==> config.mk <==
export PLATFORM = sky130hd
export DESIGN_NAME = pipe_stage_reg
export DESIGN_NICKNAME = d
export VERILOG_FILES = /design/src/rtl/pipe_stage_reg.sv
export SDC_FILE = /design/constraint.sdc
export NUM_CORES = 1
export LEC_CHECK = 0
export BUFFER_PORTS_ARGS = -buffer_cell sky130_fd_sc_hd__buf_4
export CAP_MARGIN = 20
export CELL_PAD_IN_SITES_DETAIL_PLACEMENT = 1
export CELL_PAD_IN_SITES_GLOBAL_PLACEMENT = 1
export CORE_MARGIN = 5
export CORE_UTILIZATION = 23
export CTS_CLUSTER_DIAMETER = 100
export DETAILED_ROUTE_END_ITERATION = 8
export HOLD_SLACK_MARGIN = 0.1
export PLACE_DENSITY = 0.44
export SKIP_LAST_GASP = 1
export SYNTH_ARGS = -nofsm -noshare
export SYNTH_HDL_FRONTEND = slang
export SYNTH_SLANG_ARGS = --single-unit
export TNS_END_PERCENT = 10
==> constraint.sdc <==
create_clock -name Clk -period 5.7 [get_ports Clk]
set_clock_uncertainty 0.05 [all_clocks]
set_input_delay 0.855 -clock Clk [delete_from_list [all_inputs] [get_ports Clk]]
set_output_delay 0.855 -clock Clk [all_outputs]
set_load 0.1 [all_outputs]
==> src/rtl/pipe_stage_reg.sv <==
// -----------------------------------------------------------------------------
// pipe_stage_reg
//   Generic one-stage pipeline buffer with valid/ready flow control, a
//   synchronous flush and an optional second (skid) entry. It sits between two
//   pipeline stages and carries their PC/instruction/control payload.
//
//   SKID=1: up to two entries. in_ready comes from state only, so there is no
//           combinational path from out_ready to in_ready.
//   SKID=0: one entry. in_ready = !out_valid | out_ready, which still gives
//           back-to-back throughput.
//
// Ports
//   Clk        clock, rising edge
//   Rst        asynchronous active-high reset
//   flush      synchronous flush; drops every held entry, loads RST_VAL
//   in_valid   upstream presents in_data
//   in_ready   stage accepts a payload this cycle
//   in_data    upstream payload, DW bits
//   out_valid  stage presents out_data
//   out_ready  downstream accepts this cycle
//   out_data   payload presented downstream (main register)
//   occ        number of held entries, 0..2
// -----------------------------------------------------------------------------
module pipe_stage_reg #(
   parameter int unsigned     DW      = 64,
   parameter logic [DW-1:0]   RST_VAL = {DW{1'b0}},
   parameter int unsigned     SKID    = 1
) (
   input  logic          Clk,
   input  logic          Rst,
   input  logic          flush,
   input  logic          in_valid,
   output logic          in_ready,
   input  logic [DW-1:0] in_data,
   output logic          out_valid,
   input  logic          out_ready,
   output logic [DW-1:0] out_data,
   output logic [1:0]    occ
);

   typedef enum logic [1:0] {
      ST_EMPTY = 2'd0,
      ST_FULL  = 2'd1,
      ST_SKID  = 2'd2
   } state_e;

   state_e        state_q, state_d;
   logic [DW-1:0] main_q,  main_d;
   logic [DW-1:0] skid_q,  skid_d;
   logic          in_fire;
   logic          out_fire;

   assign in_fire  = in_valid  & in_ready;
   assign out_fire = out_valid & out_ready;
   assign out_data = main_q;

   // State register
   always_ff @(posedge Clk or posedge Rst) begin
      if (Rst) begin
         state_q <= ST_EMPTY;
         main_q  <= RST_VAL;
         skid_q  <= RST_VAL;
      end else begin
         state_q <= state_d;
         main_q  <= main_d;
         skid_q  <= skid_d;
      end
   end

   // Next-state and datapath load selection
   always_comb begin
      state_d = state_q;
      main_d  = main_q;
      skid_d  = skid_q;
      if (flush) begin
         // A payload accepted in this cycle is intentionally discarded.
         state_d = ST_EMPTY;
         main_d  = RST_VAL;
         skid_d  = RST_VAL;
      end else begin
         case (state_q)
            ST_EMPTY: begin
               if (in_fire) begin
                  state_d = ST_FULL;
                  main_d  = in_data;
               end
            end
            ST_FULL: begin
               if (in_fire && out_fire) begin
                  main_d = in_data;
               end else if (in_fire && (SKID != 0)) begin
                  // Downstream stalled while upstream was still allowed in:
                  // park the newcomer behind main.
                  state_d = ST_SKID;
                  skid_d  = in_data;
               end else if (out_fire) begin
                  // main keeps its old value; out_data is don't-care now.
                  state_d = ST_EMPTY;
               end
            end
            ST_SKID: begin
               if (out_fire) begin
                  state_d = ST_FULL;
                  main_d  = skid_q;
               end
            end
            default: state_d = ST_EMPTY;
         endcase
      end
   end

   // Outputs decoded from state (plus out_ready for in_ready when SKID=0)
   always_comb begin
      out_valid = 1'b0;
      occ       = 2'd0;
      case (state_q)
         ST_FULL: begin
            out_valid = 1'b1;
            occ       = 2'd1;
         end
         ST_SKID: begin
            out_valid = 1'b1;
            occ       = 2'd2;
         end
         default: begin
            out_valid = 1'b0;
            occ       = 2'd0;
         end
      endcase
      if (SKID != 0) in_ready = (state_q != ST_SKID);
      else           in_ready = (state_q == ST_EMPTY) | out_ready;
   end

endmodule

==> report_table.html, run 1 <==
<table>
<tr><th>Metric</th><th>Value</th></tr>
<tr><th colspan="2">Floorplan</th></tr>
<tr><td>Die Outline Area</td><td>between 30,000 and 40,000 um2</td></tr>
<tr><td>DIE HEIGHT</td><td>approximately 180 um</td></tr>
<tr><td>Initial core utilization</td><td>23.17%</td></tr>
<tr><td>Core footprint</td><td>27,630 um2</td></tr>
<tr><td>Chip Width</td><td>176.8 um</td></tr>
<tr><td>Site row count</td><td>61</td></tr>
<tr><td>Top-level I/O count</td><td>137</td></tr>
<tr><th colspan="2">Timing</th></tr>
<tr><td>Part of the cycle the worst path needs</td><td>between 50% and 60%</td></tr>
<tr><td>Accumulated negative setup slack</td><td>0 ns</td></tr>
<tr><td>Setup repair after global routing missed its margin</td><td>false</td></tr>
<tr><td>Setup violation total in the final timing report</td><td>0</td></tr>
<tr><td>Shortest clock period the worst path allows after layout</td><td>3.173 ns</td></tr>
<tr><td>Peak Freq</td><td>0.3152 GHz</td></tr>
<tr><td>Worst slew margin relative to its limit</td><td>36.58%</td></tr>
<tr><td>Slew at the pin closest to its max-slew limit</td><td>approximately 0.95 ns</td></tr>
<tr><td>Final Hold Violating Endpoints</td><td>0</td></tr>
<tr><td>Total count of max-transition violations in the final report</td><td>0</td></tr>
<tr><th colspan="2">Power and ir drop</th></tr>
<tr><td>Maximum vdd drop</td><td>205.0 uV</td></tr>
<tr><td>Power Density</td><td>around 510 nW/um2</td></tr>
<tr><td>Total leakage power</td><td>3.591 nW</td></tr>
<tr><th colspan="2">Worst hold path</th></tr>
<tr><td>Worst hold path type</td><td>input port to async pin</td></tr>
<tr><th colspan="2">Layout</th></tr>
<tr><td>Fraction of the core area covered by cells at the end of the flow</td><td>30.32%</td></tr>
<tr><td>Commonest cells after routing, fill and taps aside</td><td>144 x buf_4, 130 x dfrtp_1, 67 x nor2_1</td></tr>
<tr><td># fillers</td><td>approximately 3,100</td></tr>
<tr><td>Fraction of final layout cells with drive strength greater than 1</td><td>~37%</td></tr>
<tr><td>Layout area overhead</td><td>30.88%</td></tr>
<tr><td>Footprint of the multi-input gates</td><td>2848 um2</td></tr>
<tr><td>Number of nets in the finished design</td><td>718</td></tr>
<tr><td>Flip-flop and latch area</td><td>3253 um2</td></tr>
<tr><td>Most frequent standard cell in the layout excluding fill and tap cells</td><td>buf_4</td></tr>
<tr><td>Total non-filler cell area in the finished layout</td><td>8378 um2</td></tr>
<tr><td>Count of non-filler cells in the finished layout</td><td>1,035</td></tr>
<tr><td>Antenna cell count</td><td>0</td></tr>
<tr><th colspan="2">Synthesis</th></tr>
<tr><td>Count of synthesis-stage warnings from yosys</td><td>0</td></tr>
<tr><td>Syn nets</td><td>615</td></tr>
<tr><td>Compound-cell area share of the yosys netlist</td><td>31.59%</td></tr>
<tr><td>Post-synthesis xor/xnor area fraction</td><td>0%</td></tr>
<tr><td>Number of synthesized register bits</td><td>130</td></tr>
<tr><td>Main combinational cell family by area after synthesis</td><td>compound AO/OA/AOI/OAI gates</td></tr>
<tr><td>Mean post-synth cell area</td><td>around 12 um2</td></tr>
<tr><td>Number of distinct standard cells referenced by the synthesized netlist</td><td>26</td></tr>
<tr><td>Share of synthesized cell area in full adder, half adder and majority cells</td><td>0.9773%</td></tr>
<tr><td>Multiplexer share of the synthesized area</td><td>less than 1%</td></tr>
<tr><td>Post-Synthesis Cell Area</td><td>between 6000 and 7000 um2</td></tr>
<tr><td>Cells after Synth</td><td>about 540</td></tr>
<tr><td>Simple-gate share of the synthesized area</td><td>~11%</td></tr>
<tr><td>Share of synthesized area occupied by flip-flops and latches</td><td>50.82%</td></tr>
<tr><th colspan="2">Placement</th></tr>
<tr><td>HPWL after detailed placement</td><td>roughly 13 mm</td></tr>
<tr><td>Number of buffers inserted by port buffering</td><td>136</td></tr>
<tr><td>Area post-placement</td><td>approximately 7700 um2</td></tr>
<tr><td>Number of cells in the design after placement</td><td>1,001</td></tr>
<tr><td>Placer's final routability congestion estimate</td><td>0.7230</td></tr>
<tr><th colspan="2">Route</th></tr>
<tr><td>Number of antenna-violating nets in the routed design</td><td>0</td></tr>
<tr><td>Routed vias</td><td>just under 5,000</td></tr>
<tr><td>Routed wire per std cell</td><td>about 20 um</td></tr>
<tr><td>Initial detailed-routing violation count</td><td>238</td></tr>
<tr><td>Total wire length</td><td>20.87 mm</td></tr>
<tr><td>Number of remaining DRC errors</td><td>0</td></tr>
<tr><td>Detailed-route vias per instance</td><td>approximately 4.8</td></tr>
<tr><td>Drt pass-1 iters</td><td>6</td></tr>
<tr><th colspan="2">Job</th></tr>
<tr><td>Count of max-cap constraint violations</td><td>0</td></tr>
<tr><th colspan="2">Clock tree</th></tr>
<tr><td>CTS H-tree depth</td><td>4</td></tr>
<tr><td>Maximum clock insertion buffer count</td><td>2</td></tr>
<tr><td>Root Driver</td><td>clkbuf_16</td></tr>
<tr><td>Number of buffers inserted during clock tree synthesis</td><td>17</td></tr>
<tr><td>Num Clock Sinks</td><td>between 100 and 150</td></tr>
<tr><td>CTS Hold Buffers Added</td><td>0</td></tr>
<tr><td>Insertion delay of the later-clocked pin in the worst-skew pair</td><td>0.41 ns</td></tr>
<tr><td>Post_cts resized</td><td>0</td></tr>
<tr><td>Worst-path clk slew</td><td>0.06 ns</td></tr>
<tr><td>Post CTS Setup Buffer Count</td><td>0</td></tr>
<tr><td>Clock tree from TritonCTS</td><td>yes</td></tr>
<tr><th colspan="2">Worst setup path</th></tr>
<tr><td>Endpoint required time on the critical path</td><td>4.80 ns</td></tr>
<tr><td>Maximum fanout along the worst path</td><td>33</td></tr>
<tr><td>Cell-by-cell trace of the critical path</td><td>inv_1 -&gt; ha_4 -&gt; inv_2 -&gt; buf_4</td></tr>
<tr><td>Critical Path Slowest Stage Cell</td><td>inv_2</td></tr>
<tr><td>Data arrival at the endpoint of the critical path</td><td>2.27 ns</td></tr>
<tr><td>Category of the worst setup path launch point</td><td>flip-flop</td></tr>
<tr><td>Internal reg-to-reg setup slack</td><td>2.56 ns</td></tr>
<tr><td>Largest stage delay, worst path</td><td>approximately 0.66 ns</td></tr>
<tr><td>Kind of capture point of the worst setup path</td><td>output pin</td></tr>
<tr><td>Category of the critical setup timing path</td><td>flip-flop to output pin</td></tr>
<tr><td>Cell depth of the worst flop-to-flop path</td><td>6</td></tr>
<tr><th colspan="2">GRT</th></tr>
<tr><td>Global-route wire length before repair</td><td>32.86 mm</td></tr>
<tr><td>Total GRT Usage</td><td>13.49%</td></tr>
<tr><td>Antenna violations before repair</td><td>0</td></tr>
<tr><td>Via count of the first global-routing pass</td><td>5,477</td></tr>
<tr><td>Largest net degree at the start of global routing</td><td>around 110</td></tr>
<tr><td>Global route total overflow</td><td>0</td></tr>
<tr><th colspan="2">Outcome</th></tr>
<tr><td>Result of the run</td><td>complete, no violations</td></tr>
</table>
[worst paths after layout]
| check | start | endpoint |
|---|---|---|
| worst min register to register | skid_q[38]$_DFFE_PP0P_ | skid_q[38]$_DFFE_PP0P_ |
| worst max-delay path | state_q[0]$_DFFE_PP0P_ | in_ready |
| worst max register to register | state_q[0]$_DFFE_PP0P_ | skid_q[25]$_DFFE_PP0P_ |
| worst min-delay path | Rst | out_data[11]$_DFFE_PP0P_ |
| min in group Clk | skid_q[38]$_DFFE_PP0P_ | skid_q[38]$_DFFE_PP0P_ |
| max in group asynchronous | Rst | skid_q[2]$_DFFE_PP0P_ |
[cells by family after synthesis]
kind of cell | after synthesis
AO/OA/AOI/OAI | 198
adder cells (fa/ha/maj) | 5
buffers and inverters | 67
flip-flops | 130
multiplexers | 1
AND/OR/NAND/NOR | 140
[sequential cells by signal, indices dropped and copies added, names as in the netlist]
signal / cells
out_data: 64
skid_q: 64
state_q: 2
[cells in the mapped netlist]
| master | number | area share (%) |
|---|---|---|
| dfrtp_1 | 130 | 51 |
| nor2_1 | 67 | 3.9 |
| a211oi_1 | 64 | 7.5 |
| a22o_1 | 64 | 8.8 |
| a221oi_2 | 60 | 14 |
| nor2b_1 | 33 | 3.2 |
| and2_1 | 32 | 3.1 |
| buf_2 | 31 | 2.4 |
| clkbuf_1 | 24 | 1.4 |
| buf_6 | 7 | 1.2 |
| ha_1 | 5 | 0.98 |
| inv_1 | 5 | 0.29 |
| a221oi_1 | 4 | 0.55 |
| nand2b_1 | 2 | 0.20 |
| nand3_1 | 2 | 0.16 |
| a21boi_0 | 1 | 0.12 |
| a21o_1 | 1 | 0.12 |
| a21oi_1 | 1 | 0.078 |
| and3_1 | 1 | 0.098 |
| mux2_2 | 1 | 0.18 |
| nand2_1 | 1 | 0.059 |
| nor4b_1 | 1 | 0.14 |
| o21ai_0 | 1 | 0.078 |
| o221a_2 | 1 | 0.18 |
| o32ai_1 | 1 | 0.14 |
| or4b_1 | 1 | 0.16 |
[power breakdown]
part           total [mW]  internal [mW]  switching (mW)
clock                1.22          0.798           0.420
combinational        1.87          0.442            1.43
sequential           1.21           1.09           0.117
[layer usage]
| layer | wire (um) | track usage, % |
|---|---|---|
| met5 | 0 | 0 |
| met2 | 10050 | 21.68 |
| met3 | 753 | 2.969 |
| met1 | 9553 | 17.73 |
| met4 | 512 | 5.287 |
[critical path, delay by kind of cell (launching register included)]
family / cells / cell delay [ns]
fa+ha+maj: 1 / 0.19
buf+inv: 3 / 1.23
flops: 1 / 0.41
[final cells by class]
class	instances	area share [%]
Clock buffer	22	5.541
Clock inverter	10	2.151
Inverter	5	0.2838
Multi-Input combinational cell	344	33.99
Sequential cell	130	38.83
Tap cell	378	5.645
Timing Repair Buffer	146	13.56
[through the flow]
| stage | setup slack [ns] | hold slack, ns | total power [mW] |
|---|---|---|---|
| finish | 2.527 | 0.3705 | 4.301 |
| global route | 2.346 | 0.3747 | 4.493 |
| CTS | 2.488 | 0.4495 | 4.354 |
| detailed placement | 2.516 | 0.4326 | 3.114 |
| global placement | 2.684 | 0.4305 | 3.093 |
| floorplan | 1.326 | 0.4144 | 2.657 |
No activity file was read; power rests on OpenSTA's default activity.
==> inputs of run 2 (changes only) <==
clock period = 3.2 ns   (was 5.7 ns; I/O delays follow)
==> report_table.html, run 2 (same netlist as run 1, synthesis figures left out) <==
<table>
<tr><th>Metric</th><th>Value</th></tr>
<tr><th colspan="2">Outcome</th></tr>
<tr><td>Result of the run</td><td>complete, no violations</td></tr>
<tr><th colspan="2">Clock tree</th></tr>
<tr><td>Number of buffers inserted during clock tree synthesis</td><td>17</td></tr>
<tr><td>Worst-path clk slew</td><td>0.06 ns</td></tr>
<tr><td>CTS Hold Buffers Added</td><td>0</td></tr>
<tr><td>Root Driver</td><td>clkbuf_16</td></tr>
<tr><td>Clock tree from TritonCTS</td><td>yes</td></tr>
<tr><td>Maximum clock insertion buffer count</td><td>2</td></tr>
<tr><td>Post CTS Setup Buffer Count</td><td>0</td></tr>
<tr><td>Insertion delay of the later-clocked pin in the worst-skew pair</td><td>0.41 ns</td></tr>
<tr><td>Num Clock Sinks</td><td>130</td></tr>
<tr><td>Post_cts resized</td><td>0</td></tr>
<tr><td>CTS H-tree depth</td><td>4</td></tr>
<tr><th colspan="2">Layout</th></tr>
<tr><td>Count of non-filler cells in the finished layout</td><td>1,038</td></tr>
<tr><td>Commonest cells after routing, fill and taps aside</td><td>142 x buf_4, 130 x dfrtp_1, 67 x nor2_1</td></tr>
<tr><td>Most frequent standard cell in the layout excluding fill and tap cells</td><td>buf_4</td></tr>
<tr><td>Antenna cell count</td><td>0</td></tr>
<tr><td>Fraction of final layout cells with drive strength greater than 1</td><td>a little under two fifths</td></tr>
<tr><td>Number of nets in the finished design</td><td>721</td></tr>
<tr><td>Layout area overhead</td><td>32.21%</td></tr>
<tr><th colspan="2">Timing</th></tr>
<tr><td>Worst slew margin relative to its limit</td><td>a little over two fifths</td></tr>
<tr><td>Total count of max-transition violations in the final report</td><td>0</td></tr>
<tr><td>Final Hold Violating Endpoints</td><td>0</td></tr>
<tr><td>Shortest clock period the worst path allows after layout</td><td>between 2 and 3 ns</td></tr>
<tr><td>Setup violation total in the final timing report</td><td>0</td></tr>
<tr><td>Setup repair after global routing missed its margin</td><td>false</td></tr>
<tr><td>Peak Freq</td><td>0.3959 GHz</td></tr>
<tr><td>Accumulated negative setup slack</td><td>0 ns</td></tr>
<tr><td>Minimum setup slack in the final design</td><td>0.6741 ns</td></tr>
<tr><td>Slew at the pin closest to its max-slew limit</td><td>0.8719 ns</td></tr>
<tr><td>Part of the cycle the worst path needs</td><td>78.94%</td></tr>
<tr><th colspan="2">Route</th></tr>
<tr><td>Detailed-route vias per instance</td><td>4.874</td></tr>
<tr><td>Drt pass-1 iters</td><td>4</td></tr>
<tr><td>Number of remaining DRC errors</td><td>0</td></tr>
<tr><td>Total wire length</td><td>21.91 mm</td></tr>
<tr><td>Routed wire per std cell</td><td>21.10 um</td></tr>
<tr><td>Routed vias</td><td>5,059</td></tr>
<tr><td>Initial detailed-routing violation count</td><td>251</td></tr>
<tr><td>Number of antenna-violating nets in the routed design</td><td>0</td></tr>
<tr><th colspan="2">GRT</th></tr>
<tr><td>Met2 track demand over resource</td><td>a little under a quarter</td></tr>
<tr><td>Routing usage on met3</td><td>2.777%</td></tr>
<tr><td>Met1 Resource Use GR</td><td>19.44%</td></tr>
<tr><td>Highest-utilization routing layer at the global route stage</td><td>met2</td></tr>
<tr><td>Global-route wire length before repair</td><td>34.71 mm</td></tr>
<tr><td>Total GRT Usage</td><td>around 14%</td></tr>
<tr><td>Antenna violations before repair</td><td>0</td></tr>
<tr><td>Largest net degree at the start of global routing</td><td>131</td></tr>
<tr><td>Global route total overflow</td><td>0</td></tr>
<tr><td>Via count of the first global-routing pass</td><td>5,706</td></tr>
<tr><th colspan="2">Worst setup path</th></tr>
<tr><td>Critical Path Slowest Stage Cell</td><td>a21boi_0</td></tr>
<tr><td>Buf+Inv Stages, Crit Path</td><td>2</td></tr>
<tr><td>Data arrival at the endpoint of the critical path</td><td>2.76 ns</td></tr>
<tr><td>Cell-by-cell trace of the critical path</td><td>inv_1 -&gt; ha_1 -&gt; a21boi_0 -&gt; a21oi_4 -&gt; buf_4 -&gt; a22o_1</td></tr>
<tr><td>Category of the worst setup path launch point</td><td>flip-flop</td></tr>
<tr><td>Category of the critical setup timing path</td><td>flip-flop to flip-flop</td></tr>
<tr><td>Kind of capture point of the worst setup path</td><td>flip-flop</td></tr>
<tr><td>Maximum fanout along the worst path</td><td>64</td></tr>
<tr><td>Endpoint required time on the critical path</td><td>about 3.4 ns</td></tr>
<tr><td>Worst path top cell family by delay</td><td>compound AO/OA/AOI/OAI gates</td></tr>
<tr><td>Largest stage delay, worst path</td><td>0.60 ns</td></tr>
<tr><th colspan="2">Power and ir drop</th></tr>
<tr><td>Power Density</td><td>916.2 nW/um2</td></tr>
<tr><td>Maximum vdd drop</td><td>362.1 uV</td></tr>
<tr><td>Total leakage power</td><td>3.618 nW</td></tr>
<tr><th colspan="2">Floorplan</th></tr>
<tr><td>Chip Width</td><td>176.8 um</td></tr>
<tr><td>Initial core utilization</td><td>23.17%</td></tr>
<tr><td>Top-level I/O count</td><td>between 100 and 150</td></tr>
<tr><td>Core footprint</td><td>between 20,000 and 30,000 um2</td></tr>
<tr><td>Die Outline Area</td><td>31,270 um2</td></tr>
<tr><td>Site row count</td><td>61</td></tr>
<tr><td>DIE HEIGHT</td><td>roughly 180 um</td></tr>
<tr><th colspan="2">Placement</th></tr>
<tr><td>HPWL after detailed placement</td><td>between 10 and 15 mm</td></tr>
<tr><td>Number of cells in the design after placement</td><td>1,006</td></tr>
<tr><td>Number of buffers inserted by port buffering</td><td>~140</td></tr>
<tr><td>Placer's final routability congestion estimate</td><td>0.7239</td></tr>
<tr><td>Post-placement setup slack</td><td>0.6647 ns</td></tr>
<tr><th colspan="2">Worst hold path</th></tr>
<tr><td>Worst hold path type</td><td>input port to async pin</td></tr>
<tr><th colspan="2">Job</th></tr>
<tr><td>Count of max-cap constraint violations</td><td>0</td></tr>
</table>
-- run 2: cell count changes in the layout (fill, tap and decap cells not counted), sizes merged --
cell / previous run / this run
inv: 5 / 6
clkinvlp: 2 / 3
clkbuf: 22 / 21
buf: 146 / 149
clkinv: 3 / 2
-- run 2: path summary, 6_finish.rpt --
kind / startpoint / to / slack [ns] / cells past startpoint
min in group Clk: in_data[23] / skid_q[23]$_DFFE_PP0P_ / 0.24 / 2
hold / removal: Rst / out_data[11]$_DFFE_PP0P_ / 0.18 / 3
max in group asynchronous: Rst / skid_q[45]$_DFFE_PP0P_ / 2.23 / 3
setup / recovery: state_q[1]$_DFFE_PP0P_ / skid_q[48]$_DFFE_PP0P_ / 0.67 / 6
hold reg to reg: skid_q[37]$_DFFE_PP0P_ / skid_q[37]$_DFFE_PP0P_ / 0.44 / 1
setup reg to reg: state_q[1]$_DFFE_PP0P_ / skid_q[48]$_DFFE_PP0P_ / 0.67 / 6
-- run 2: area by class of cell --
class                      instances  area, um2
inverter                           5      22.52
tap                              378      473.0
fill                            3084      19170
timing repair buffer             149       1206
multi-input combinational        344       2848
sequential                       130       3253
clock inverter                    11      200.2
clock buffer                      21      460.4
-- run 2: layer usage --
layer / share of wire [%] / vias up / wire length [um]
met3: 4.3 / 19 / 948
li1: - / 2280 / -
met4: 1.5 / 0 / 320
met5: 0 / - / 0
met1: 47 / 2640 / 10320
met2: 47 / 120 / 10320
-- run 2: metrics by stage --
stage | cell area, um2 | util (%) | total power, mW | hold WS (ns)
4_1_cts | 8463 | 30.63 | 7.859 | 0.2190
3_5_place_dp | 7802 | 28.24 | 5.595 | 0.4333
6_report | 8463 | 30.63 | 7.754 | 0.1767
3_3_place_gp | 7802 | 28.24 | 5.555 | 0.4287
2_1_floorplan | 6405 | - | 4.733 | 0.4144
5_1_grt | 8463 | 30.63 | 8.089 | 0.2181
-- run 2: worst reg2reg max path, stage by stage (launching register included) --
cell	delay, ns
dfrtp_1	0.44
inv_1	0.13
ha_1	0.31
a21boi_0	0.60
a21oi_4	0.10
buf_4	0.42
a22o_1	0.36
-- run 2: power by group --
| group | leakage, nW | switching, mW | internal [mW] |
|---|---|---|---|
| logic | 1.54 | 2.56 | 0.813 |
| clock network | 0.314 | 0.788 | 1.44 |
| registers | 1.76 | 0.214 | 1.95 |
| total | 3.62 | 3.56 | 4.20 |
